--- config.mk ---
export PLATFORM = sky130hd
export DESIGN_NAME = mdr_arbiter_sched_flat
export DESIGN_NICKNAME = d
export VERILOG_FILES = /design/src/rtl/mdr_arbiter_sched_if.sv /design/src/rtl/mdr_arbiter_sched.sv /design/src/flat_wrapper.sv
export SDC_FILE = /design/constraint.sdc
export NUM_CORES = 1
export LEC_CHECK = 0
export CAP_MARGIN = 20
export CORE_ASPECT_RATIO = 0.5
export CORE_MARGIN = 8
export CORE_UTILIZATION = 47
export CTS_CLUSTER_DIAMETER = 200
export DETAILED_ROUTE_END_ITERATION = 12
export GPL_TIMING_DRIVEN = 0
export MAX_ROUTING_LAYER = met4
export PLACE_DENSITY_LB_ADDON = 0.15
export SYNTH_ARGS = -nofsm -noshare
export SYNTH_HDL_FRONTEND = slang
export SYNTH_SLANG_ARGS = --single-unit
--- constraint.sdc ---
create_clock -name clk -period 3 [get_ports clk]
set_input_delay 0.75 -clock clk [delete_from_list [all_inputs] [get_ports clk]]
set_output_delay 0.75 -clock clk [all_outputs]
set_load 0.1 [all_outputs]
--- src/rtl/mdr_arbiter_sched_if.sv ---
// mdr_arbiter_sched_if: requester, MDR datapath and response signals of the scheduler
interface mdr_arbiter_sched_if #(parameter int DW = 16);
  logic          req0_valid, req0_ready, req1_valid, req1_ready;
  logic [1:0]    req0_op, req1_op, mdr_op;
  logic [DW-1:0] req0_a, req0_b, req1_a, req1_b;
  logic [DW-1:0] mdr_a, mdr_b, mdr_rem, rsp_rem;
  logic          mdr_start, mdr_done, rsp_valid, rsp_id, rsp_err;
  logic [2*DW-1:0] mdr_result, rsp_result;
  modport slave (
    input  req0_valid, req0_op, req0_a, req0_b, req1_valid, req1_op, req1_a, req1_b,
    input  mdr_done, mdr_result, mdr_rem,
    output req0_ready, req1_ready, mdr_start, mdr_op, mdr_a, mdr_b,
    output rsp_valid, rsp_id, rsp_result, rsp_rem, rsp_err
  );
  modport master (
    output req0_valid, req0_op, req0_a, req0_b, req1_valid, req1_op, req1_a, req1_b,
    output mdr_done, mdr_result, mdr_rem,
    input  req0_ready, req1_ready, mdr_start, mdr_op, mdr_a, mdr_b,
    input  rsp_valid, rsp_id, rsp_result, rsp_rem, rsp_err
  );
endinterface

--- src/rtl/mdr_arbiter_sched.sv ---
// mdr_arbiter_sched: round-robin sharing of one MDR datapath between two requesters with watchdog
module mdr_arbiter_sched #(
  parameter int DW      = 16,
  parameter int TIMEOUT = 64
) (
  input logic clk,
  input logic rst,
  mdr_arbiter_sched_if.slave bus
);
  localparam int CW = $clog2(TIMEOUT);
  typedef enum logic [1:0] {IDLE, ISSUE, WAIT, RESP} state_t;
  state_t state, next;
  logic last_grant, id, err, gnt0, gnt1, take, div0, bad, timeout;
  logic [CW-1:0] cnt;
  logic [2*DW-1:0] res;
  logic [DW-1:0] rem, sel_a, sel_b;
  logic [1:0] sel_op;
  // on a tie the requester that was not served last wins
  always_comb begin
    gnt0 = bus.req0_valid && (!bus.req1_valid || last_grant);
    gnt1 = bus.req1_valid && (!bus.req0_valid || !last_grant);
    take = (state == IDLE) && (gnt0 || gnt1);
    sel_op = gnt0 ? bus.req0_op : bus.req1_op;
    sel_a = gnt0 ? bus.req0_a : bus.req1_a;
    sel_b = gnt0 ? bus.req0_b : bus.req1_b;
    div0 = (sel_op == 2'b01) && (sel_b == '0);
    bad = (sel_op == 2'b11) || div0;
    timeout = cnt == CW'(TIMEOUT - 1);
  end
  always_ff @(posedge clk) begin
    if (rst) state <= IDLE;
    else     state <= next;
  end
  always_comb begin
    next = state;
    case (state)
      IDLE:    next = take ? (bad ? RESP : ISSUE) : IDLE;
      ISSUE:   next = WAIT;
      WAIT:    next = (bus.mdr_done || timeout) ? RESP : WAIT;
      default: next = IDLE;
    endcase
  end
  always_comb begin
    bus.req0_ready = (state == IDLE) && !rst && gnt0;
    bus.req1_ready = (state == IDLE) && !rst && gnt1;
    bus.mdr_start = state == ISSUE;
    bus.rsp_valid = state == RESP;
    bus.rsp_id = bus.rsp_valid && id;
    bus.rsp_err = bus.rsp_valid && err;
    bus.rsp_result = bus.rsp_valid ? res : '0;
    bus.rsp_rem = bus.rsp_valid ? rem : '0;
  end
  // watchdog is compared before incrementing, so it never wraps
  always_ff @(posedge clk) begin
    if (rst) begin
      last_grant <= 1'b1;
      id <= 1'b0;
      err <= 1'b0;
      res <= '0;
      rem <= '0;
      cnt <= '0;
      bus.mdr_op <= '0;
      bus.mdr_a <= '0;
      bus.mdr_b <= '0;
    end else begin
      if (take) begin
        id <= gnt1;
        err <= bad;
        res <= div0 ? '1 : '0;
        rem <= div0 ? sel_a : '0;
        bus.mdr_op <= sel_op;
        bus.mdr_a <= sel_a;
        bus.mdr_b <= sel_b;
      end
      if (state == ISSUE) cnt <= '0;
      if (state == WAIT) begin
        if (bus.mdr_done) begin
          res <= bus.mdr_result;
          rem <= bus.mdr_rem;
          err <= 1'b0;
        end else if (timeout) begin
          res <= '0;
          rem <= '0;
          err <= 1'b1;
        end else cnt <= cnt + 1'b1;
      end
      if (state == RESP) last_grant <= id;
    end
  end
endmodule

--- src/flat_wrapper.sv ---
// flat-port wrapper written by rule: the top's interface ports become plain ports
module mdr_arbiter_sched_flat 
#(
  parameter int DW      = 16,
  parameter int TIMEOUT = 64
)
  (clk, rst, bus_req0_valid, bus_req0_op, bus_req0_a, bus_req0_b, bus_req1_valid, bus_req1_op, bus_req1_a, bus_req1_b, bus_mdr_done, bus_mdr_result, bus_mdr_rem, bus_req0_ready, bus_req1_ready, bus_mdr_start, bus_mdr_op, bus_mdr_a, bus_mdr_b, bus_rsp_valid, bus_rsp_id, bus_rsp_result, bus_rsp_rem, bus_rsp_err);
  mdr_arbiter_sched_if #(.DW(DW)) bus_i ();
  input logic clk;
  input logic rst;
  input wire logic [$bits(bus_i.req0_valid)-1:0] bus_req0_valid;
  input wire logic [$bits(bus_i.req0_op)-1:0] bus_req0_op;
  input wire logic [$bits(bus_i.req0_a)-1:0] bus_req0_a;
  input wire logic [$bits(bus_i.req0_b)-1:0] bus_req0_b;
  input wire logic [$bits(bus_i.req1_valid)-1:0] bus_req1_valid;
  input wire logic [$bits(bus_i.req1_op)-1:0] bus_req1_op;
  input wire logic [$bits(bus_i.req1_a)-1:0] bus_req1_a;
  input wire logic [$bits(bus_i.req1_b)-1:0] bus_req1_b;
  input wire logic [$bits(bus_i.mdr_done)-1:0] bus_mdr_done;
  input wire logic [$bits(bus_i.mdr_result)-1:0] bus_mdr_result;
  input wire logic [$bits(bus_i.mdr_rem)-1:0] bus_mdr_rem;
  output wire logic [$bits(bus_i.req0_ready)-1:0] bus_req0_ready;
  output wire logic [$bits(bus_i.req1_ready)-1:0] bus_req1_ready;
  output wire logic [$bits(bus_i.mdr_start)-1:0] bus_mdr_start;
  output wire logic [$bits(bus_i.mdr_op)-1:0] bus_mdr_op;
  output wire logic [$bits(bus_i.mdr_a)-1:0] bus_mdr_a;
  output wire logic [$bits(bus_i.mdr_b)-1:0] bus_mdr_b;
  output wire logic [$bits(bus_i.rsp_valid)-1:0] bus_rsp_valid;
  output wire logic [$bits(bus_i.rsp_id)-1:0] bus_rsp_id;
  output wire logic [$bits(bus_i.rsp_result)-1:0] bus_rsp_result;
  output wire logic [$bits(bus_i.rsp_rem)-1:0] bus_rsp_rem;
  output wire logic [$bits(bus_i.rsp_err)-1:0] bus_rsp_err;
  assign bus_i.req0_valid = bus_req0_valid;
  assign bus_i.req0_op = bus_req0_op;
  assign bus_i.req0_a = bus_req0_a;
  assign bus_i.req0_b = bus_req0_b;
  assign bus_i.req1_valid = bus_req1_valid;
  assign bus_i.req1_op = bus_req1_op;
  assign bus_i.req1_a = bus_req1_a;
  assign bus_i.req1_b = bus_req1_b;
  assign bus_i.mdr_done = bus_mdr_done;
  assign bus_i.mdr_result = bus_mdr_result;
  assign bus_i.mdr_rem = bus_mdr_rem;
  assign bus_req0_ready = bus_i.req0_ready;
  assign bus_req1_ready = bus_i.req1_ready;
  assign bus_mdr_start = bus_i.mdr_start;
  assign bus_mdr_op = bus_i.mdr_op;
  assign bus_mdr_a = bus_i.mdr_a;
  assign bus_mdr_b = bus_i.mdr_b;
  assign bus_rsp_valid = bus_i.rsp_valid;
  assign bus_rsp_id = bus_i.rsp_id;
  assign bus_rsp_result = bus_i.rsp_result;
  assign bus_rsp_rem = bus_i.rsp_rem;
  assign bus_rsp_err = bus_i.rsp_err;
  mdr_arbiter_sched #(.DW(DW), .TIMEOUT(TIMEOUT)) u_core (.clk(clk), .rst(rst), .bus(bus_i));
endmodule
==> metrics.md <==
| Metric | Value |
|---|---|
| Status | `finished clean` |
| Die H | `between 80 and 90 um` |
| #FFs+latches synth | `between 90 and 100` |
| Total die area | `14700 um2` |
| CTS tree | `built` |
| CORE AREA | `approximately 11000 um2` |
| Detail Route Antenna Nets | `0` |
| Worst-Skew Late Latency | `350 ps` |
| Final Cell Area | `between 7000 and 8000 um2` |
| Peak VDD IR | `around 0.43 mV` |
| Ports | `approximately 210` |
| Proportion of layout cells with a drive suffix above 1 | `a little over a fifth` |
| Final Hold Fails | `0` |
| Post-Route WL | `18500 um` |
| Number of antenna violations at the first check in global routing | `0` |
| Post-synthesis mux area share | `less than 1%` |
| Area leader, netlist | `dfxtp_1` |
| Sequential area share after synthesis | `36.3%` |
| Largest net degree at the start of global routing | `16` |
| CP startpoint kind | `flip-flop` |
| Antenna Cells | `0` |
| Top-area cell type share of the netlist area | `36.3%` |
| Cell Pwr Density | `694 nW/um2` |
| Critical Path RT | `around 2300 ps` |
| Internal power | `roughly 2.9 mW` |
| DR DRC count | `0` |
| Simple-gate share of the synthesized area | `between 20% and 30%` |
| Post-synthesis compound-gate area fraction | `~33%` |
| Final Critical Period | `between 2000 and 3000 ps` |
| Setup repair after global routing missed its margin | `yes` |
| Clock share of power | `23.2%` |
| Avg Cell Area, Syn | `between 9 and 10 um2` |
| Max FO, Critical Path | `10` |
| Synth Flop Type | `dfxtp_1` |
| Post-Syn Area | `5130 um2` |
| Placement Cell Area | `7400 um2` |
| Arr. time, crit path | `~2200 ps` |
| CTS clk-pin slew, worst paths | `approximately 70 ps` |
| Fmax | `~340 MHz` |
| CP Capture Type | `primary output` |
| Cell Rows | `27` |
| DR pass1 iterations | `5` |
| Post-Synth XOR/XNOR Area | `0%` |
| Rel. slew slack | `30.3%` |
| Syn Inst Count | `about 550` |
| Max cap viols | `0` |
| Sw Share | `between 40 and 50%` |
| Reg power frac | `around 29%` |
| NumNets Final | `898` |
| GRT Util Overall | `about 25%` |
| Via count | `5344` |
| Hold Path Class | `flip-flop to flip-flop` |
| Top cells by area, synth | `dfxtp_1, o32ai_2, and2_1` |
| Final Max Tran Viols | `0` |
| Vias in the first global route | `about 5200` |
| First-pass GRT wire length | `between 20000 and 30000 um` |
| Setup WS post-layout | `between 30 and 40 ps` |
| Ys async rst share | `0%` |
| Num CTS Buffers | `9` |
| Die width | `~160 um` |
| Area Growth Syn to Fin | `46.8%` |
| Detailed placement HPWL | `approximately 14000 um` |
| Clock Tree Buf Depth | `2` |
| Main combinational cell family by area after synthesis | `compound AO/OA/AOI/OAI gates` |
| Syn_nets | `approximately 680` |
| Grt ovf | `0` |
| Via/cell ratio | `between 5 and 6` |
| Yosys warns | `0` |
| Pre-CTS setup slack | `-1100 ps` |
| Comb power frac | `between 40% and 50%` |
| H-Tree Depth | `3` |
| Clk_skew | `7.44 ps` |
| Number of buffers added on ports | `about 210` |
| Drt wl/cell | `20.1 um` |
| Post-synth EDFFs | `0` |
| Worst slew pin tran | `~1000 ps` |
| Initial core utilization | `between 40% and 50%` |
| Final setup viols | `0` |
| Final TNS setup | `0 ps` |
| Initial drt markers | `between 300 and 400` |
| Net Sw Power | `2.37 mW` |
| Clock Root Buffer | `clkbuf_16` |
| Setup CP Type | `flip-flop to primary output` |
| Tcrit/Tclk final | `98.7%` |
| Leakage Power | `around 2.8 nW` |
| Post-synthesis cell type count | `55` |
| Post-Synth Adder-Cell Area | `about 1.2%` |
| Post-CTS Hold Fix Bufs | `0` |
| GPL Wtd Cong | `about 0.89` |
| Clk sink count | `93` |
## layout by cell type (no fill, tap or decap), types with 2 or more instances in the layout
cell type,instances
nor3_1,32
clkdlybuf4s50_1,153
clkbuf_1,26
nand2_1,39
a21oi_1,11
nor2_1,35
and4_1,3
a22oi_2,19
a21boi_0,15
a22oi_1,28
nand4_1,2
inv_1,7
a311oi_1,17
dlygate4sd2_1,2
buf_4,8
clkbuf_8,2
ha_1,4
nand2b_1,2
nor4_1,9
clkdlybuf4s18_2,3
buf_6,10
and2_1,53
buf_2,61
o211ai_1,15
and3_1,16
dfxtp_1,93
clkbuf_16,9
o32ai_1,18
o32ai_2,29
nand3_1,5
nand2_4,2
buf_1,4
buf_12,3
o21ai_0,5
## timing repair
item / 4_1_cts / 5_1_grt
endpoints found under the setup margin: 53 / 36
resized for setup: 222 / 47
setup buffers: 0 / 4
## path summary, 6_finish.rpt
kind,startpoint,slack (ps),cells past startpoint,endpoint
worst min register to register,u_core.bus.mdr_op[0]$_SDFFE_PP0P_,460,2,u_core.bus.mdr_op[0]$_SDFFE_PP0P_
worst max-delay path,u_core.state[0]$_SDFF_PP0_,40,4,bus_rsp_rem[4]
worst min-delay path,u_core.bus.mdr_op[0]$_SDFFE_PP0P_,460,2,u_core.bus.mdr_op[0]$_SDFFE_PP0P_
worst max register to register,u_core.state[0]$_SDFF_PP0_,780,9,u_core.res[30]$_SDFF_PP0_
## stage by stage
step	hold WS, ps	cells	utilization, %	power [mW]
final	457	922	69.7	5.23
after global routing	495	922	69.7	5.42
after CTS	460	918	70.6	5.22
after detailed placement	451	902	68.4	4.01
after global placement	442	902	68.4	4.00
after floorplan	450	549	-	3.31
## power by group through the flow
stage               Combinational, mW  Sequential (mW)  Clock, mW
floorplan                       0.973             2.34          0
global placement                 2.48             1.52          0
detailed placement               2.49             1.52          0
CTS                              2.50             1.50       1.22
global route                     2.63             1.52       1.27
finish                           2.52             1.50       1.21
## flip-flops by register name (all words and copies together) (netlist names), 2 cells and up
signal,cells
u_core.rem,16
u_core.state,2
u_core.cnt,6
u_core.res,32
u_core.bus.mdr_a,16
u_core.bus.mdr_op,2
u_core.bus.mdr_b,16
## critical path: stages, from the launching register on
cell and delay, ps:
dfxtp_1 420, ha_2 400, clkbuf_1 400, and2_1 220, buf_2 430
## cells in the mapped netlist (2+ instances only)
master / instances
o211ai_1: 15
nand4_1: 2
inv_1: 7
buf_2: 16
nor2_1: 35
a22oi_1: 28
buf_4: 5
nor4_1: 9
o21ai_0: 5
and2_1: 53
a21oi_1: 11
a21boi_0: 15
nand3_1: 5
o32ai_2: 29
dfxtp_1: 93
nand2_4: 2
nor3_1: 32
a311oi_1: 17
buf_6: 9
a22oi_2: 19
nand2_1: 39
and3_1: 17
buf_1: 4
and4_1: 3
ha_1: 5
o32ai_1: 18
clkbuf_1: 26
buf_12: 2
nand2b_1: 2
## cell type report
| type | instances | area [um2] |
|---|---|---|
| clock inverter | 4 | 55.1 |
| tap | 145 | 181 |
| inverter | 7 | 26.3 |
| clock buffer | 12 | 256 |
| timing repair buffer | 212 | 1890 |
| fill | 911 | 3270 |
| buffer | 62 | 387 |
| sequential | 93 | 1860 |
| multi-input combinational | 387 | 2880 |
## layer usage
layer  global-route usage (%)  vias up  part of all wire [%]
li1                         -     2542                     -
met1                     31.1     2521                    43
met2                     37.9      253                    45
met3                     8.37       28                   9.8
met4                     5.56        0                   1.7
met5                        -        -                     0
## logic make-up (layout without fill, tap and decap cells)
logic type | after synthesis | after routing
flops | 93 | 93
compound gates | 175 | 175
fa+ha+maj | 5 | 5
simple gates | 205 | 205
buf+inv | 69 | 297
mux | 2 | 2
No activity file was read; power rests on OpenSTA's default activity.
